**src/rtl/fetch_pkg.sv**
```systemverilog
// Shared types and constants for the instruction fetch sequencer.
// Holds the state encoding, opcode values and program-counter width.
package fetch_pkg;

    localparam int ADDR_W = 12;

    localparam logic [3:0] OPC_JMP  = 4'hE;
    localparam logic [3:0] OPC_HALT = 4'hF;

    typedef enum logic [2:0] {
        IDLE,
        FETCH,
        VALID,
        JUMP2,
        LOAD,
        HALTED
    } state_t;

    // A JMP carries the high target nibble in its operand field
    // and the low target byte in the following ROM location.
    function automatic logic [ADDR_W-1:0] jump_target(
        input logic [3:0] hi,
        input logic [7:0] lo
    );
        return {hi, lo};
    endfunction

endpackage

```
**src/rtl/fetch_sequencer.sv**
```systemverilog
// Fetch sequencer: walks the ROM through an external program counter,
// presents instructions to execute, and resolves two-byte jumps itself.
module fetch_sequencer
    import fetch_pkg::*;
(
    input  logic              clk,
    input  logic              reset,
    input  logic              start,
    input  logic [ADDR_W-1:0] pc_addr,
    input  logic [7:0]        rom_data,
    input  logic              instr_ready,
    output logic              pc_enable,
    output logic              pc_load,
    output logic [ADDR_W-1:0] pc_bload,
    output logic [7:0]        instr,
    output logic              instr_valid,
    output logic              halted
);

    state_t            state;
    logic [ADDR_W-1:0] fetch_addr;

    // State machine; every strobe is a flop set on entry to the state
    // that owns it, so pc_load and pc_enable are glitch-free and disjoint.
    always_ff @(posedge clk) begin
        if (!reset) begin
            state       <= IDLE;
            pc_enable   <= 1'b0;
            pc_load     <= 1'b0;
            pc_bload    <= '0;
            instr       <= 8'h00;
            instr_valid <= 1'b0;
            halted      <= 1'b0;
            fetch_addr  <= '0;
        end else begin
            pc_enable   <= 1'b0;
            pc_load     <= 1'b0;
            instr_valid <= 1'b0;
            halted      <= 1'b0;
            unique case (state)
                IDLE: begin
                    if (start) begin
                        state     <= FETCH;
                        pc_enable <= 1'b1;
                    end
                end
                FETCH: begin
                    instr      <= rom_data;
                    fetch_addr <= pc_addr;
                    if (rom_data[7:4] == OPC_JMP) begin
                        state     <= JUMP2;
                        pc_enable <= 1'b1;
                    end else if (rom_data[7:4] == OPC_HALT) begin
                        state  <= HALTED;
                        halted <= 1'b1;
                    end else begin
                        state       <= VALID;
                        instr_valid <= 1'b1;
                    end
                end
                VALID: begin
                    if (instr_ready) begin
                        state     <= FETCH;
                        pc_enable <= 1'b1;
                    end else begin
                        instr_valid <= 1'b1;
                    end
                end
                JUMP2: begin
                    pc_bload <= jump_target(instr[3:0], rom_data);
                    state    <= LOAD;
                    pc_load  <= 1'b1;
                end
                LOAD: begin
                    state     <= FETCH;
                    pc_enable <= 1'b1;
                end
                HALTED: begin
                    if (start) begin
                        state     <= FETCH;
                        pc_enable <= 1'b1;
                    end else begin
                        halted <= 1'b1;
                    end
                end
                default: begin
                    state <= IDLE;
                end
            endcase
        end
    end

    // The counter must have stepped past the JMP opcode before its
    // second byte is taken as the low half of the target.
    always_ff @(posedge clk) begin
        if (reset && state == JUMP2) begin
            assert (pc_addr == ADDR_W'(fetch_addr + 1'b1));
        end
    end

endmodule

```
**config.mk**
```make
export PLATFORM = sky130hd
export DESIGN_NAME = fetch_sequencer
export DESIGN_NICKNAME = d
export VERILOG_FILES = /design/src/rtl/fetch_pkg.sv /design/src/rtl/fetch_sequencer.sv
export SDC_FILE = /design/constraint.sdc
export NUM_CORES = 1
export LEC_CHECK = 0
export ABC_AREA = 1
export CAP_MARGIN = 20
export CORE_ASPECT_RATIO = 1.4
export CORE_MARGIN = 4
export CORE_UTILIZATION = 40
export DETAILED_ROUTE_END_ITERATION = 6
export HOLD_SLACK_MARGIN = 0.06
export PLACE_DENSITY = 0.79
export SYNTH_ARGS = -nofsm -noshare
export SYNTH_HDL_FRONTEND = slang
export SYNTH_SLANG_ARGS = --single-unit
```
**constraint.sdc**
```tcl
create_clock -name clk -period 1.2 [get_ports clk]
set_input_delay 0.24 -clock clk [delete_from_list [all_inputs] [get_ports clk]]
set_output_delay 0.24 -clock clk [all_outputs]
set_load 0.01 [all_outputs]
```
==> impl_results.md <==
- R2r endpoint: instr[4]$_SDFFE_PN0N_
- Clk_skew: 6.043 ps
- Class of the worst hold path: reg2reg
- Clock latency on the worst-skew pair: 330 ps
- Gate Count Post-Synth: 134
- CTS Buf Count: 3
- Status: completed
- Most frequent cells in the layout: 37 x nor2_1, 20 x o21ai_0, 19 x clkbuf_2
- Buf+Inv Stages, Crit Path: 1
- Max-cap violations: 0
- Post-DP HPWL: 1.831 mm
- Fin Hold WS: 493.3 ps
- Routed wire per std cell: 12.12 µm
- Placed cell count: 206
- Commonest non-fill, non-tap cell in the layout: nor2_1
- Req. time, crit path: about 960 ps
- Static Leakage: 0.6844 nW
- Tcrit/Tclk final: 0.9607
- Crit-path max FO: 2
- First-pass GRT wire length: 4.298 mm
- P per Cell Area: around 1300 nW/µm²
- Clock Tree Root: clkbuf_4
- Post-synth net total: 158
- Worst reg-to-reg path cell count: 6
- CP peak stage delay: 360 ps
- Antenna Nets Post-Route: 0
- Finish-stage setup viols: 0
- Gr usage total: 0.1617
- I/O pins: 48
- Area taken by multi-input logic gates: 422.9 µm²
- Tot Pwr: about 1.8 mW
- Worst r2r src: state[2]$_SDFFE_PN0P_
- DIE AREA: 3480 µm²
- Clk buf depth: 2
- Sequential cell area: around 560 µm²
- Chip height: 68.22 µm
- First-pass iteration count of the detailed router: 4
- Initial core utilization: 0.4240
- Post-synthesis register bit count: 27
- Cell Count, Final, Fillers Out: 211
- Fin. max-slew vios: 0
- Hold path startpoint: instr[4]$_SDFFE_PN0N_
- Initial detailed-routing violation count: 18
- Final Critical Period: roughly 1200 ps
- Fmax: 867.4 MHz
- Worst-margin pin slew: about 240 ps
- Worst Hold Depth: 2
- CTS sink cnt: 27
- Number of buffers added on ports: 35
- Filler cell count in the final layout: roughly 240
- Slew HR: 0.8415
- Final Hold Vio Count: 0
- ANT cells: 0
- Post-Route WL: 2.557 mm
- CTS tree: yes
- Max rail drop VDD: a little over 0.0009 V
- FP Rows: 21
- CTS H-tree depth: 1
- Post-synth cell types: 15
- Kind of critical path: reg2out
- Final net count: 202
- DRC errors left: 0
- Initial antenna violation count: 0
- Largest net degree at the start of global routing: 21
- Slowest CP cell: dfxtp_2
- Vias: 1,025
- Post-synthesis cell area: 1036 µm²
- Placer Congestion: 0.8700
- Hold-fix buffer count after cts: 0
- Total grt overflow: 0
- Critical Path Sink Type: output pin
- Worst setup SP type: flip-flop
- P&R area growth vs syn: 38.41%
- Synth warn: 0
- CP top delay family: flip-flops
- Hold endpoint: instr[4]$_SDFFE_PN0N_
- Die Wd: 51.01 µm
- Sequential area share after synthesis: 0.5217
- Worst-path clk slew: 140 ps
- R2R Setup Slk: 80 ps
- Unrepaired setup endpoints after global routing: false
- Area of the core: 2444 µm²
- Vias in the first global route: 979
- Vias per cell: between 4 and 5
- Critical Path AT: 910 ps
- Mean Syn Cell Area: 7.731 µm²
- Share of cells above drive strength 1: 0.3164
- Cell Chain, Critical Path: clkdlybuf4s15_1
-- metal layers --
metal  global-route usage  wire length, µm  vias up
li1                     -                -      515
met1               0.1876             1078      468
met2               0.2677             1249       37
met3              0.05447              193        5
met4              0.07407               35        0
met5                    0                0        -
-- how the worst max path moves through the flow --
stage | startpoint | slack [ps] | depth (start not counted) | end
3_5_place_dp | rom_data[6] | -140 | 7 | state[2]$_SDFFE_PN0P_
6_report | pc_bload[4]$_SDFFE_PN0P_ | 50 | 1 | pc_bload[4]
4_1_cts | instr[4]$_SDFFE_PN0N_ | 0.8 | 1 | instr[4]
3_3_place_gp | rom_data[6] | -130 | 7 | state[2]$_SDFFE_PN0P_
2_1_floorplan | state[1]$_SDFFE_PN0P_ | 110 | 6 | pc_bload[10]$_SDFFE_PN0P_
5_1_grt | state[2]$_SDFFE_PN0P_ | 1 | 6 | instr[5]$_SDFFE_PN0N_
-- cell usage after synthesis --
library cell	n	area [µm²]
o21ai_0	20	100.1
buf_6	3	33.78
nor2_1	37	138.9
nand4_1	1	6.260
buf_1	1	3.750
inv_2	2	7.510
nand2_1	13	48.80
a21oi_1	8	40.04
inv_1	8	30.03
nor2_4	2	22.52
nor2_2	2	12.51
dfxtp_1	27	540.5
clkbuf_1	1	3.750
nand3_1	8	40.04
nand3b_1	1	7.510
-- through the flow --
stage	TNS (ps)	worst slack, ps	cell area [µm²]	utilization
global route	0	1.080	1434	0.5868
finish	0	47.16	1434	0.5868
global placement	-441.2	-126.9	1460	0.5975
detailed placement	-510.8	-141.5	1460	0.5975
CTS	0	0.8467	1486	0.6083
floorplan	0	107.6	1036	-
-- final cells by class --
type,count,area share
Sequential cell,27,0.3892
Multi-Input combinational cell,92,0.2949
Timing Repair Buffer,44,0.2391
Tap cell,34,0.02967
Inverter,10,0.02618
Clock buffer,3,0.01571
Clock inverter,1,0.005236
-- power by group --
part	switching (mW)	leakage, nW	total (mW)	internal, mW
Combinational	0.230	0.444	0.417	0.186
Sequential	0.0507	0.226	1.03	0.984
Clock	0.269	0.0139	0.396	0.128
-- repair_timing --
action | 4_1_cts | 5_1_grt
setup buffers | 1 | 0
endpoints found under the setup margin | 26 | 46
pin swaps | 0 | 2
resized for setup | 40 | 47
-- cells by family after synthesis --
kind of cell	Yosys count	share of synthesized area
and+or+nand+nor	64	0.2669
AOI/OAI and AO/OA	28	0.1353
DFF	27	0.5217
buffers and inverters	15	0.07608
-- state kept, by name (all words and copies together), names as in the netlist --
signal and cells:
pc_bload 12, instr 8, state 3, halted 1, instr_valid 1, pc_enable 1
pc_load 1
-- worst min-delay path, delay by kind of cell, from the launching register on --
family	cells	cell delay, ps
and+or+nand+nor	1	70
DFF	1	350
AOI/OAI and AO/OA	1	50
(Power assumes the default switching activity.)
